## config.mk

```make
export PLATFORM = sky130hd
export DESIGN_NAME = mul_seq
export DESIGN_NICKNAME = d
export VERILOG_FILES = /design/src/rtl/mul_seq_pkg.sv /design/src/rtl/mul_seq_adder.sv /design/src/rtl/mul_seq.sv
export SDC_FILE = /design/constraint.sdc
export NUM_CORES = 1
export LEC_CHECK = 0
export ABC_AREA = 0
export CAP_MARGIN = 10
export CORE_MARGIN = 4
export CORE_UTILIZATION = 40
export DETAILED_ROUTE_END_ITERATION = 7
export PLACE_DENSITY_LB_ADDON = 0.08
export SKIP_LAST_GASP = 1
export SLEW_MARGIN = 20
export SYNTH_ARGS = -nofsm -noshare
export SYNTH_HDL_FRONTEND = slang
export SYNTH_SLANG_ARGS = --single-unit
```

## constraint.sdc

```tcl
create_clock -name clk -period 5.3 [get_ports clk]
set_clock_uncertainty 0.05 [all_clocks]
set_input_delay 0.53 -clock clk [delete_from_list [all_inputs] [get_ports clk]]
set_output_delay 0.53 -clock clk [all_outputs]
set_load 0.02 [all_outputs]
```

## src/rtl/mul_seq_pkg.sv

```systemverilog
// Shared definitions for the sequential shift-add multiplier.
// Optional signed mode is enabled by defining MUL_SEQ_SIGNED_EN.
package mul_seq_pkg;

    localparam int MUL_SEQ_WIDTH = 32;

    typedef enum logic [1:0] {
        IDLE = 2'd0,
        RUN  = 2'd1,
        DONE = 2'd2,
        NEG  = 2'd3
    } state_t;

endpackage

```

## src/rtl/mul_seq_adder.sv

```systemverilog
// Ripple-free behavioural adder used as the multiplier's partial-product datapath.
module mul_seq_adder #(
    parameter int WIDTH = 32
) (
    input  logic [WIDTH-1:0] A,
    input  logic [WIDTH-1:0] B,
    input  logic             CIN,
    output logic [WIDTH-1:0] SUM,
    output logic             COUT
);

    assign {COUT, SUM} = {1'b0, A} + {1'b0, B} + {{WIDTH{1'b0}}, CIN};

endmodule

```

## src/rtl/mul_seq.sv

```systemverilog
// Sequential shift-add multiplier, one multiplier bit per cycle.
// Define MUL_SEQ_SIGNED_EN for two's-complement operands (adds one NEG cycle).
module mul_seq
    import mul_seq_pkg::*;
#(
    parameter int WIDTH = MUL_SEQ_WIDTH
) (
    input  logic               clk,
    input  logic               rst_n,
    input  logic               start_valid,
    output logic               start_ready,
    input  logic [WIDTH-1:0]   a,
    input  logic [WIDTH-1:0]   b,
    input  logic               flush,
    output logic               res_valid,
    input  logic               res_ready,
    output logic [2*WIDTH-1:0] product,
    output logic               busy
);

    localparam int CW = (WIDTH > 1) ? $clog2(WIDTH) : 1;

    state_t             state;
    logic [WIDTH-1:0]   mcand;
    logic [WIDTH-1:0]   mplier;
    logic [2*WIDTH-1:0] acc;
    logic [CW-1:0]      count;
    logic [WIDTH-1:0]   sum;
    logic               cout;
    logic [WIDTH:0]     partial;
`ifdef MUL_SEQ_SIGNED_EN
    logic               sign;
`endif

    mul_seq_adder #(.WIDTH(WIDTH)) u_adder (
        .A    (acc[2*WIDTH-1:WIDTH]),
        .B    (mcand),
        .CIN  (1'b0),
        .SUM  (sum),
        .COUT (cout)
    );

    // Carry-out becomes the new top bit so no partial product bit is lost.
    assign partial = mplier[0] ? {cout, sum} : {1'b0, acc[2*WIDTH-1:WIDTH]};
    assign product = acc;

    always_ff @(posedge clk or negedge rst_n) begin
        if (!rst_n) begin
            state       <= IDLE;
            start_ready <= 1'b1;
            res_valid   <= 1'b0;
            busy        <= 1'b0;
            mcand       <= '0;
            mplier      <= '0;
            acc         <= '0;
            count       <= '0;
`ifdef MUL_SEQ_SIGNED_EN
            sign        <= 1'b0;
`endif
        end else if (flush) begin
            state       <= IDLE;
            start_ready <= 1'b1;
            res_valid   <= 1'b0;
            busy        <= 1'b0;
        end else begin
            case (state)
                IDLE: begin
                    if (start_valid) begin
`ifdef MUL_SEQ_SIGNED_EN
                        mcand  <= a[WIDTH-1] ? -a : a;
                        mplier <= b[WIDTH-1] ? -b : b;
                        sign   <= a[WIDTH-1] ^ b[WIDTH-1];
`else
                        mcand  <= a;
                        mplier <= b;
`endif
                        acc         <= '0;
                        count       <= '0;
                        state       <= RUN;
                        start_ready <= 1'b0;
                        busy        <= 1'b1;
                    end
                end
                RUN: begin
                    acc    <= {partial, acc[WIDTH-1:1]};
                    mplier <= mplier >> 1;
                    count  <= count + CW'(1);
                    if (count == CW'(WIDTH - 1)) begin
`ifdef MUL_SEQ_SIGNED_EN
                        state     <= NEG;
`else
                        state     <= DONE;
                        res_valid <= 1'b1;
`endif
                    end
                end
`ifdef MUL_SEQ_SIGNED_EN
                NEG: begin
                    if (sign) acc <= -acc;
                    state     <= DONE;
                    res_valid <= 1'b1;
                end
`endif
                DONE: begin
                    if (res_ready) begin
                        state       <= IDLE;
                        res_valid   <= 1'b0;
                        start_ready <= 1'b1;
                        busy        <= 1'b0;
                    end
                end
                default: begin
                    state       <= IDLE;
                    start_ready <= 1'b1;
                    res_valid   <= 1'b0;
                    busy        <= 1'b0;
                end
            endcase
        end
    end

endmodule

```

; ---- Yosys cells after proc, flatten, opt, wreduce, memory -nomap -nowiden
; Cells that the tools add are included.
[totals]
ff_bits = 138
in_bits = 69
output_inout_bits = 67
wordCells = 50
[op_classes]
n_addsub = 2
n_eq_ne = 9
n_mux = 23
bitwise = 1
reduce_logical = 7
[ops]
columns = cell, count
row1 = $pmux 64 s2, 1
row2 = $mux 64, 1
row3 = $pmux 32 s2, 1
row4 = $add 32x32->33, 1
row5 = $mux 33, 1
row6 = $mux 32, 1
row7 = $reduce_and 3->1, 5
row8 = $pmux 5 s2, 1
row9 = $ne 3x3->1 const B, 3
row10 = $pmux 1 s3, 3
row11 = $mux 1, 8
row12 = $mux 2, 4
row13 = $ne 2x2->1 const B, 3
row14 = $pmux 2 s3, 1
row15 = $add 5x1->5 const B, 1
row16 = $eq 5x5->1 const B, 1
row17 = $mux 5, 1
row18 = $eq 2x1->1 const B, 1
row19 = $eq 2x2->1 const B, 1
row20 = $logic_not 2->1, 1
row21 = $reduce_bool 2->1, 1
row22 = $not 1->1, 1

; ---- Logic depth before layout (Yosys ltp)
; Gate-level depths: netlist of run 1.
[depth]
word_depth = 4
depth_mapped = 11
depth_no_buf = 11

; ---- Modules after synthesis
; A second synthesis of run 1 with hierarchy kept.
[hier_totals]
cells_unflattened = 650
area_unflattened_um2 = 7403.4
[by_module_without_submodules]
columns = module, n_inst, cells_each, area_per_inst_um2, seq_area_each_um2
row1 = mul_seq, 1, 413, 5689.2, 3454.6
row2 = mul_seq_adder, 1, 237, 1714.1, 0.0

; ---- Worst setup path after synthesis of run 1
; Ideal clock, no wire load.
[synth_path]
path_type = flip-flop to flip-flop
from = register acc[32], in the netlist product[32]
to = register acc[57], in the netlist product[57]
setup_time_ns = 0.092
arrival_time_ns = 2.885
required_ns = 5.158
path_slack_ns = 2.273
stages_incl_launch_ff = 12
n_path_buf = 0
period_less_slack_ns = 3.027
cell_sequence = dfrtp_1 ha_1 fa_1 a21oi_2 o22ai_2 a2111oi_2 a211oi_2 o22a_4 a311oi_4 nor3_2 o21a_1 o31ai_2
[synth_via]
elab_chain_len = 3
[synth_lines]
columns = element, line_no
row1 = start: declaration, mul_seq.sv:26  ; logic [2*WIDTH-1:0] acc;
row2 = start signal: assignment, mul_seq.sv:85  ; acc <= {partial, acc[WIDTH-1:1]};
row3 = $add 32x32->33, mul_seq_adder.sv:12  ; assign {COUT, SUM} = {1'b0, A} + {1'b0, B} + {{WIDTH{1'b0}}, CIN};
row4 = $mux 33, mul_seq.sv:44  ; assign partial = mplier[0] ? {cout, sum} : {1'b0, acc[2*WIDTH-1:WIDTH]};
row5 = $pmux 64 s2, mul_seq.sv:66  ; case (state)
; Every way passes these cells.
; A chain may end at the register's enable or synchronous reset.

; ---- Worst setup path after layout of run 1
; Ends and elaborated chain as after synthesis.

==> results.yml, run 1 <==
cts:
  holdBufCountCts: 0
  cts.path.max_buffers: 2
  clk_pin_slew_ns: 0.07
  cts_tree: "built"
  htree_levels: 4
  clk-insertion-delay-late_ns: 0.42
  cts_made_buffers: 17
  cts_sinks: 138
  root_buffer: "clkbuf_16"
  post_cts_buffers: 0
  cts.repair.resized: 0
global_route:
  grt_pass1_vias: 6030
  met3_usage_pct: 3.52
  grt-ovfl-total: 0
  antenna_found_initial: 0
  grt_max_degree: 114
  met1_usage_pct: 24.9
  grt_pass1_wl_mm: 30.5
  grt.busiest_layer: "met2"
  grt.total_usage_pct: 18.5
  use_met2_pct: 30.1
layout:
  drive_above_1_share_pct: 11.2
  final_nets: 913
  syn2layout_area_growth_pct: 29.4
  n_antenna_cell: 0
floorplanning:
  die_w_um: 143
  core-area_mm2: 0.0179
  die-area_mm2: 0.0204
  num_rows: 49
  ios: 136
  start_util_pct: 40.7
  die_h_um: 143
synth:
  synth_top_area_share_pct: 47.1
  synth_area_mm2: 0.00728
  syn_inst: 695
  synth_seq_cells: 138
  synth.distinct_cells: 58
  ys_dominant_reg_cell: "dfrtp_1"
  synth_fp_nets: 799
  synth_edf_count: 0
  synth_seq_area_share_pct: 47.4
  synth_largest_area_cell: "dfrtp_1"
  yosys_warnings: 0
  synth_area_leaders: "dfrtp_1, ha_1, mux2_2"
  async_flop_share_pct: 100
  post_synth.cell_area_avg_um2: 10.5
routing:
  firstDrtPassIters: 6
  routed_wl_mm: 18.3
  post_drt_via_cell_ratio: 5.56
  final_antenna_net_count: 0
  post-route-drc-count: 0
  drt_iter0_drc: 377
  num_vias: 5844
  routedWlPerCell_um: 17.4
hold_path:
  hp-class: "input port to asynchronous set/reset pin"
timing:
  setup_tns_ns: 0
  fmax_mhz: 319
  setup_viol: 0
  hold_viol: 0
  rsz0062_at_grt: "false"
  post-route-period-util_pct: 59.1
  worst_pin_slew_ns: 0.893
  slew_headroom_pct: 40.5
  slew_viol_final: 0
  setup_ws_ns: 2.17
  fin_crit_ns: 3.13
run:
  drv_cap: 0
place:
  hpwl_mm: 12.5
  dp_worst_setup_slack_ns: 2.14
  numPortBuffers: 135
  gp_congestion: 0.897
critical_path:
  worstPathMaxFanout: 4
  rr_startpoint: "product[32]"
  cp-end-kind: "register"
  regToRegEndpoint: "product[57]"
  cp-startpoint: "product[32]"
  start_kind: "register"
  endpoint: "product[57]"
  reg2reg_setup_slack_ns: 2.17
  crit_required_ns: 5.58
  crit_type: "register to register"
  r2r_cells: 11
  critPathArrivalTime_ns: 3.41
pwr:
  ir_drop_v: 0.000235
  p_leak_uw: 0.00418
  power_density_mw_per_mm2: 437
outcome:
  run_status: "finished, final reports clean"
-- flip-flops by register name (all words and copies together) (netlist names) --
| signal | flops |
|---|---|
| product | 64 |
| count | 5 |
| start_ready | 1 |
| state | 2 |
| mcand | 32 |
| mplier | 32 |
| res_valid | 1 |
| busy | 1 |
-- cells in the final DEF, fill, tap and decap left out, types with 3 or more instances in the layout --
| cell type | instances |
|---|---|
| nor2_1 | 29 |
| inv_1 | 32 |
| o21ai_0 | 61 |
| o21a_1 | 6 |
| clkbuf_16 | 17 |
| a21o_1 | 10 |
| a22oi_1 | 14 |
| clkinvlp_4 | 3 |
| buf_4 | 6 |
| nand2_1 | 57 |
| nand3_1 | 7 |
| inv_6 | 5 |
| clkdlybuf4s50_1 | 134 |
| a21oi_1 | 38 |
| mux2i_1 | 28 |
| ha_1 | 34 |
| o21bai_1 | 8 |
| xnor2_1 | 13 |
| xor2_1 | 11 |
| and2_1 | 3 |
| nor3_1 | 6 |
| o31ai_1 | 4 |
| nand4_1 | 8 |
| o21ai_1 | 3 |
| and3_1 | 3 |
| a211oi_1 | 3 |
| a22o_1 | 35 |
| a31oi_1 | 7 |
| a222oi_1 | 19 |
| dfrtp_1 | 137 |
| a21oi_2 | 3 |
| mux2_2 | 32 |
| nand2b_1 | 4 |
-- cell families (layout without fill, tap and decap cells) --
logic type,Yosys count,in the layout,share of synthesized area (%)
mux,60,60,8.80
flops,138,138,47.4
fa+ha+maj,35,35,6.12
simple gates,133,133,8.40
compound gates,227,227,22.2
xor+xnor,24,24,2.89
buf+inv,78,205,4.16
-- report_power, final --
group          total (µW)  switching [µW]  internal, µW
clock                1230             516           712
sequential           1400             160          1240
combinational        1490             821           672
total                4120            1500          2620
-- worst min-delay path by stage --
stage	to	slack, ns	cells after the start
final	mplier[24]	0.15	1
after global routing	mplier[24]	0.22	1
after CTS	mplier[24]	0.19	1
after detailed placement	mplier[26]	0.42	2
after global placement	mplier[25]	0.41	2
after floorplan	busy	0.18	0
-- layout make-up --
cell class | instances | area, µm²
inverters | 32 | 120
repair buffers | 141 | 1400
clock buffers | 17 | 425
flip-flops and latches | 138 | 3450
well taps | 229 | 287
multi-input cells | 479 | 3550
clock inverters | 15 | 183
fillers | 1619 | 8480
-- worst max-delay path, stage by stage (launching register included) --
cell and delay (ns):
dfrtp_1 0.41, ha_1 0.25, fa_1 0.43, a21oi_2 0.19, o22ai_2 0.13, a2111oi_2 0.40, a211oi_2 0.12, o22a_4 0.23
a311oi_4 0.39, nor3_2 0.10, o21a_1 0.19, o31ai_2 0.18
-- per-stage QoR --
step / area [µm²] / cells / total power (µW) / hold WS (ns) / util (%)
after global placement: 8800 / 1019 / 2880 / 0.412 / 49.2
after global routing: 9420 / 1051 / 4380 / 0.220 / 52.6
final: 9420 / 1051 / 4120 / 0.151 / 52.6
after detailed placement: 8800 / 1019 / 2900 / 0.421 / 49.2
after floorplan: 7280 / 695 / 2430 / 0.184 / -
after CTS: 9410 / 1051 / 4150 / 0.187 / 52.6
-- synthesized netlist by cell type, types with 6 or more instances --
cell type  number
o21bai_1        8
a222oi_1       19
nand3_1         7
a31oi_1         7
nand2_1        58
mux2_2         32
mux2i_1        28
a21oi_1        38
nand4_1         8
a22oi_1        14
o21ai_0        61
o21a_1          6
xnor2_1        13
inv_1          32
a22o_1         35
nor2_1         29
nor3_1          7
dfrtp_1       137
xor2_1         11
clkbuf_1       41
ha_1           34
a21o_1         10
-- per-layer routing --
layer | part of all wire (%) | routed length, µm | up-vias
met2 | 47 | 8650 | 156
met5 | 0 | 0 | -
met3 | 5.5 | 1020 | 23
li1 | - | - | 2799
met1 | 46 | 8380 | 2866
met4 | 1.5 | 269 | 0
No activity file was read; power rests on OpenSTA's default activity.
==> inputs of run 2 (changes only) <==
- clock period: 5.3 -> 2.8 ns (I/O delays scaled with it)
==> results.yml, run 2 (synthesis gave the netlist of run 1 again) <==
layout:
  syn2layout_area_growth_pct: 35.9
  mostFrequentLayoutCells: "dfrtp_1, clkdlybuf4s50_1, nand2_1, o21ai_0, buf_4"
  seq_area_mm2: 0.00346
  largest_reg_flops: 64
  mostFrequentLayoutCell: "dfrtp_1"
  nFillCells: 1554
  final_nets: 954
  drive_above_1_share_pct: 17.5
  n_antenna_cell: 0
  fin_area_mm2: 0.00989
  multi_input_comb_area_mm2: 0.00366
pwr:
  power_frac_comb_pct: 38.9
  ir_drop_v: 0.000466
  power_density_mw_per_mm2: 834
  p_leak_uw: 0.00440
  p_switching_uw: 2950
  p_clk_share_pct: 29.2
  p_seq_share_pct: 32.0
  swShare_pct: 35.8
  internal-power_uw: 5300
critical_path:
  start_kind: "register"
  crit_type: "register to register"
  cp_slowest_stage_delay_ns: 0.43
  cp_slowest_cell: "dfrtp_2"
  crit_path_cell_trace: "ha_4 > fa_2 > a21oi_2 > o22ai_2 > a2111oi_4 > a211oi_2 > o22a_4 > a311oi_4 > nor3_2 > o21a_1 > o31ai_2"
  crit_required_ns: 3.08
  cp-end-kind: "register"
  worstPathMaxFanout: 4
  critPathArrivalTime_ns: 3.12
floorplanning:
  die_h_um: 143
  start_util_pct: 40.7
  die-area_mm2: 0.0204
  num_rows: 49
  die_w_um: 143
  core-area_mm2: 0.0179
  ios: 136
global_route:
  grt.total_usage_pct: 19.2
  antenna_found_initial: 0
  grt_pass1_wl_mm: 31.7
  grt_max_degree: 84
  grt_pass1_vias: 6292
  grt-ovfl-total: 0
routing:
  final_antenna_net_count: 0
  post_drt_via_cell_ratio: 5.53
  drt_iter0_drc: 380
  routed_wl_mm: 19.0
  post-route-drc-count: 0
  num_vias: 6038
  firstDrtPassIters: 5
  routedWlPerCell_um: 17.4
run:
  drv_cap: 0
outcome:
  violations: "negative setup slack"
  run_status: "finished, violations left"
timing:
  worst_pin_slew_ns: 0.881
  fin_crit_ns: 2.84
  slew_viol_final: 0
  setup_viol: 3
  rsz0062_at_grt: "true"
  hold_viol: 0
  fmax_mhz: 352
  setup_ws_ns: -0.0383
  post-route-period-util_pct: 101
  slew_headroom_pct: 41.1
cts:
  cts_made_buffers: 17
  cts.path.max_buffers: 2
  clk-insertion-delay-late_ns: 0.42
  root_buffer: "clkbuf_16"
  clk_pin_slew_ns: 0.07
  cts_sinks: 138
  htree_levels: 4
  cts_tree: "built"
place:
  postPlaceCellArea_mm2: 0.00913
  hpwl_mm: 13.2
  dp_worst_setup_slack_ns: -0.103
  numPortBuffers: 135
  gp_congestion: 0.868
hold_path:
  hp-class: "input port to register"
[run 2: changes by cell type in the layout (fill, tap and decap cells not counted), sizes merged]
| cell | before | now |
|---|---|---|
| buf | 7 | 47 |
| bufinv | 2 | 3 |
| clkinv | 3 | 1 |
| dlygate4sd3 | 0 | 1 |
| inv | 39 | 40 |
[run 2: repair_timing]
action / 4_1_cts / 5_1_grt
resized for setup: 6 / 18
hold buffers: 1 / 0
pin swaps: 0 / 3
hold endpoints to repair: 80 / 0
setup endpoints to repair: 5 / 12
buffers inserted: 1 / 1
[run 2: path summary, 6_finish.rpt]
| kind | startpoint | end | slack [ns] | cells after the start |
|---|---|---|---|---|
| max | product[32] | product[57] | -0.04 | 11 |
| min | b[8] | mplier[8] | 0.41 | 3 |
| max reg2reg | product[32] | product[57] | -0.04 | 11 |
| min reg2reg | mplier[28] | mplier[28] | 0.43 | 2 |
| max in group asynchronous | rst_n | product[60] | 1.50 | 3 |
| min in group asynchronous | rst_n | mplier[24] | 0.42 | 2 |
[run 2: layer usage]
metal	up-vias	routed length (µm)	global-route usage, %
met3	34	820	3.65
met4	0	384	7.15
met2	152	8810	30.2
met1	2973	8960	26.4
li1	2879	-	-
met5	-	0	0
[run 2: layout make-up]
cell class | instances | share of cell area [%]
Inverter | 32 | 1.21
Tap cell | 229 | 2.90
Timing Repair Buffer | 182 | 17.6
Sequential cell | 138 | 34.9
Multi-Input combinational cell | 479 | 37.0
Clock buffer | 17 | 4.30
Clock inverter | 15 | 2.01
[run 2: power by group through the flow]
stage                     logic [µW]  registers (µW)  clock network [µW]
after floorplan                 1860            2750                   0
after global placement          3030            2640                   0
after detailed placement        3070            2650                   0
after CTS                       3150            2630                2460
after global routing            3540            2680                2560
final                           3200            2640                2400
[run 2: worst max-delay path, delay by kind of cell (launching register included)]
kind | cells | cell delay [ns]
DFF | 1 | 0.43
and+or+nand+nor | 1 | 0.11
adders and majority gates | 2 | 0.52
AOI/OAI and AO/OA | 8 | 1.64
[run 2: per-stage QoR]
step | util, % | setup TNS (ns) | hold WS (ns) | cells | power [µW]
CTS | 54.9 | -0.0891 | 0.392 | 1091 | 8240
detailed placement | 51.0 | -0.284 | 0.335 | 1057 | 5730
global placement | 51.0 | -0.0332 | 0.327 | 1057 | 5670
floorplan | - | 0 | -0.0656 | 695 | 4610
global route | 55.3 | -0.563 | 0.405 | 1092 | 8790
finish | 55.3 | -0.0510 | 0.408 | 1092 | 8250
==> edit 1, RTL diff (flow settings as in run 2) <==
The option `MUL_SEQ_SIGNED_EN` is turned on by a define.
--- a/src/rtl/mul_seq.sv
+++ b/src/rtl/mul_seq.sv
@@ -1,4 +1,6 @@
 // Sequential shift-add multiplier, one multiplier bit per cycle.
 // Define MUL_SEQ_SIGNED_EN for two's-complement operands (adds one NEG cycle).
+`define MUL_SEQ_SIGNED_EN
+
 module mul_seq
     import mul_seq_pkg::*;
Behaviour: not the same (a bounded check fails within 4 cycles, from zero or initial values and one cycle with rst_n low).
==> edit 1 against run 2 <==
The flow still finishes with violations (negative setup slack). Cell area increased by 49%. Sequential share of layout area fell by 11 points. Wire length increased by 66%. Power rose by 24%. Worst setup slack got worse by 140 ps. Via count rose by 75%. Area after synthesis is 39% higher. Core utilization up 4.6 points. Sequential cell count grew 1. Combinational power grew 61%. Largest cell class unchanged. Largest power group unchanged.
==> edit 1: results (changes against run 2) <==
vdd_ir_drop_max_uv: 411  # was 466 µV
p_seq_mw: 2.69  # was 2.64 mW
wl_per_cell_um: 16.3  # was 17.4 µm
postPlaceCellArea_um2: 13500  # was 9130 µm²
path_max_fanout: 2  # was 4
p_sw_share_pct: 38.2  # was 35.8%
status: "finished, violations left"  # unchanged
critPathLaunch: "product[24]"  # was product[32]
place_congestion: 0.869  # was 0.868
grt_usage_pct: 21.9  # was 19.2%
post-place-ws_ps: -963  # was -103 ps
ys_types: 65  # was 58
violations: "negative setup slack"  # unchanged
crit_arrival_ps: 3230  # was 3120 ps
grt_pass1_vias: 10200  # was 6292
leakage_nw: 6.69  # was 4.40 nW
reg2reg_depth: 10  # was 11
r2r-end: "product[62]"  # was product[57]
fin_ws_ps: -179  # was -38.3 ps
routed-wl-met3_mm: 1.30  # was 820 µm
grt_use_met3_pct: 3.51  # was 3.65%
drive_above_1_share_pct: 24.6  # was 17.5%
worstHoldStart: "a[0]"  # was b[8]
cts.path.max_buffers: 2  # unchanged
syn_nets: 1362  # was 799
slew_headroom_pct: 55.1  # was 41.1%
drt-met1-wl_mm: 15.0  # was 8.96 mm
ys_top_cells_by_area: "dfrtp_1, a21oi_1, xor2_1"  # was dfrtp_1, ha_1, mux2_2
htree_levels: 4  # unchanged
synth_commonest_cells: "dfrtp_1, nor2_1, a21oi_1"  # was dfrtp_1, o21ai_0, nand2_1
grt_max_degree: 75  # was 84
holdPathEnd: "mcand[0]"  # was mplier[8]
setup_viol: 11  # was 3
route.vias.total: 10600  # was 6038
grt_pass1_wl_mm: 51.6  # was 31.7 mm
layout.nets: 1699  # was 954
use_met1_pct: 30.9  # was 26.4%
yosysSeqAreaShare_pct: 34.3  # was 47.4%
grt_util_met2_pct: 36.0  # was 30.2%
edit 1: worst max-delay path, cell delays in order (launching register included):
cell	delay [ps]
dfrtp_1	380
or3_4	390
or3_4	340
nor4_4	280
buf_4	160
nand4_1	120
or2_4	300
nor4b_4	230
mux2i_1	210
o21ai_1	80
or3_1	320
edit 1: worst max path at each step:
stage	to	slack (ps)	cells past startpoint
detailed placement	mcand[29]	-960	10
CTS	mcand[29]	-180	10
global placement	mcand[29]	-920	10
global route	product[62]	-310	10
floorplan	product[62]	-370	11
finish	product[62]	-180	10
edit 1: stage by stage:
stage / setup TNS [ps] / utilization [%] / std cells / power, mW / hold slack (ps)
floorplan: -1920 / - / 1255 / 5.47 / -65.6
global placement: -10670 / 54.9 / 1873 / 7.33 / 207
detailed placement: -11860 / 54.9 / 1873 / 7.39 / 209
CTS: -745 / 58.5 / 1918 / 10.0 / 189
global route: -2930 / 59.9 / 1927 / 10.9 / 156
finish: -627 / 59.9 / 1927 / 10.2 / 152
edit 1: kinds of logic (layout without fill, tap and decap cells):
kind of cell / count (synthesis) / after routing / share of synthesized area [%]
simple gates: 446 / 446 / 21.1
compound gates: 424 / 424 / 26.1
flops: 139 / 139 / 34.3
mux: 27 / 27 / 2.73
xor+xnor: 87 / 87 / 7.52
buf+inv: 94 / 442 / 3.48
fa+ha+maj: 38 / 38 / 4.76
edit 1: area by class of cell:
cell class                 instances  area, µm²
sequential                       139       3480
clock buffer                      18        429
multi-input combinational       1022       6830
timing repair buffer             392       3340
fill                            2238       9880
inverter                          20       75.1
tap                              324        405
clock inverter                    12        174
edit 1: what timing repair did:
item | in CTS | in global routing
setup buffers | 14 | 10
hold buffers | 1 | 0
gates resized for setup | 61 | 72
hold endpoints to repair | 48 | 0
pin swaps | 38 | 50
endpoints found under the setup margin | 24 | 31
==> edit 2, RTL diff (config.mk and constraints of run 2) <==
Without the edit above. The 4 states of `state_t` get a one-hot encoding in 4 bits.
--- a/src/rtl/mul_seq_pkg.sv
+++ b/src/rtl/mul_seq_pkg.sv
@@ -5,9 +5,9 @@
     localparam int MUL_SEQ_WIDTH = 32;
 
-    typedef enum logic [1:0] {
-        IDLE = 2'd0,
-        RUN  = 2'd1,
-        DONE = 2'd2,
-        NEG  = 2'd3
+    typedef enum logic [3:0] {
+        IDLE = 4'b0001,
+        RUN  = 4'b0010,
+        DONE = 4'b0100,
+        NEG  = 4'b1000
     } state_t;
 
Check against the original RTL: same outputs for any inputs over 4 cycles, from zero or initial values and one cycle with rst_n low; so few cycles prove little.
==> edit 2 against run 2 <==
Area after synthesis fell by 0.81%. Cell area down 3.7%. First-iteration DRC count is 28% higher. Core utilization is 0.76 points lower. Sequential cell count up 1. Die area decreased by 0.76%. Wire length up 4.9%. Via count up 2.8%. Worst setup slack improved by 210 ps. Count of clock-buffer cells in the layout unchanged. Global-route usage up 0.69 points.
Power is not compared: it rests on default switching activity, and its combinational part moved more than twofold at a synthesized area within 25%.
==> edit 2: results (changes against run 2) <==
status: "complete, no violations"  # was finished, violations left
dr.pass1.iters: 5  # unchanged
rrSetupSlack_ps: 170  # was -40 ps
vdd_ir_drop_max_uv: 394
drive_above_1_share_pct: 8.79  # was 17.5%
place_hpwl_mm: 13.8  # was 13.2 mm
synth_commonest_cells: "nand2_1, dfrtp_1, a21oi_1"  # was dfrtp_1, o21ai_0, nand2_1
use_met1_pct: 26.7  # was 26.4%
crit_arrival_ps: 2930  # was 3120 ps
antenna_found_initial: 0  # unchanged
drt-total-wl_mm: 19.9  # was 19.0 mm
drtIter0Drc: 485  # was 380
yosysSeqAreaShare_pct: 48.2  # was 47.4%
grt_pass1_vias: 6430  # was 6292
vias_per_cell: 5.42  # was 5.53
hold_class: "input pin to asynchronous set/reset pin"  # was input pin to flop
reg2reg_depth: 10  # was 11
post-place-ws_ps: -7.42  # was -103 ps
grt_usage_pct: 19.9  # was 19.2%
postPlaceCellArea_um2: 8880  # was 9130 µm²
layout.nets: 1012  # was 954
ys_top_cells_by_area: "dfrtp_1, nand2_1, ha_1"  # was dfrtp_1, ha_1, mux2_2
place_congestion: 0.874  # was 0.868
critPathSlowestCell: "dfrtp_1"  # was dfrtp_2
fill_cells: 1539  # was 1554
slew_headroom_pct: 59.5  # was 41.1%
syn_nets: 876  # was 799
grt_util_met2_pct: 32.5  # was 30.2%
leakage_nw: 4.42
grt_use_met3_pct: 4.40  # was 3.65%
syn_inst: 772  # was 695
grt_pass1_wl_mm: 32.7  # was 31.7 mm
r2r-end: "product[51]"  # was product[57]
grt_max_degree: 87  # was 84
route.vias.total: 6208  # was 6038
ys_types: 53  # was 58
slowest_delay_ps: 380  # was 430 ps
[edit 2: kinds of logic after synthesis]
family | synth area share (%)
xor+xnor | 3.15
mux | 3.36
flops | 48.2
buf+inv | 2.75
compound gates | 19.9
simple gates | 16.5
fa+ha+maj | 6.17
[edit 2: worst max-delay path by stage]
stage                     slack, ps        start  cells after the start     endpoint
after floorplan                 150  product[32]                     10  product[59]
after global placement           60  product[40]                      9  product[60]
after detailed placement         -7  product[42]                      9  product[60]
after CTS                        30  product[42]                      9  product[60]
after global routing           -0.4     mcand[0]                     11  product[47]
final                           170  product[32]                     10  product[51]
[edit 2: power by group]
part           internal (mW)  switching, mW  leakage, nW
combinational          0.488          0.658         2.33
clock                   1.17          0.979        0.262
sequential              2.23          0.158         1.83
[edit 2: per-layer routing]
layer  routed length (µm)  vias to the layer above
met1                 9050                     3005
met3                  935                       25
met2                 9600                      165
met5                    0                        -
li1                     -                     3013
met4                  313                        0
[edit 2: layout make-up]
class                           instances  area [µm²]  area share [%]
Sequential cell                       139        3480            36.5
Inverter                                7        26.3           0.276
Clock buffer                           17         425            4.47
Multi-Input combinational cell        583        3610            37.9
Clock inverter                         15         131            1.38
Timing Repair Buffer                  160        1570            16.5
Tap cell                              225         282            2.96
[edit 2: timing repair]
| item | in CTS | in global routing |
|---|---|---|
| buffers inserted | 0 | 3 |
| endpoints found under the hold margin | 47 | 0 |
| cloned | 0 | 0 |
| gates resized for setup | 1 | 13 |
| hold buffers | 1 | 0 |
| pin swaps | 0 | 7 |
| setup endpoints to repair | 1 | 8 |
[edit 2: through the flow]
step	hold WS (ps)	TNS (ps)
5_1_grt	328	-0.377
2_1_floorplan	-65.6	0
3_3_place_gp	191	0
3_5_place_dp	202	-7.42
6_report	303	0
4_1_cts	313	0
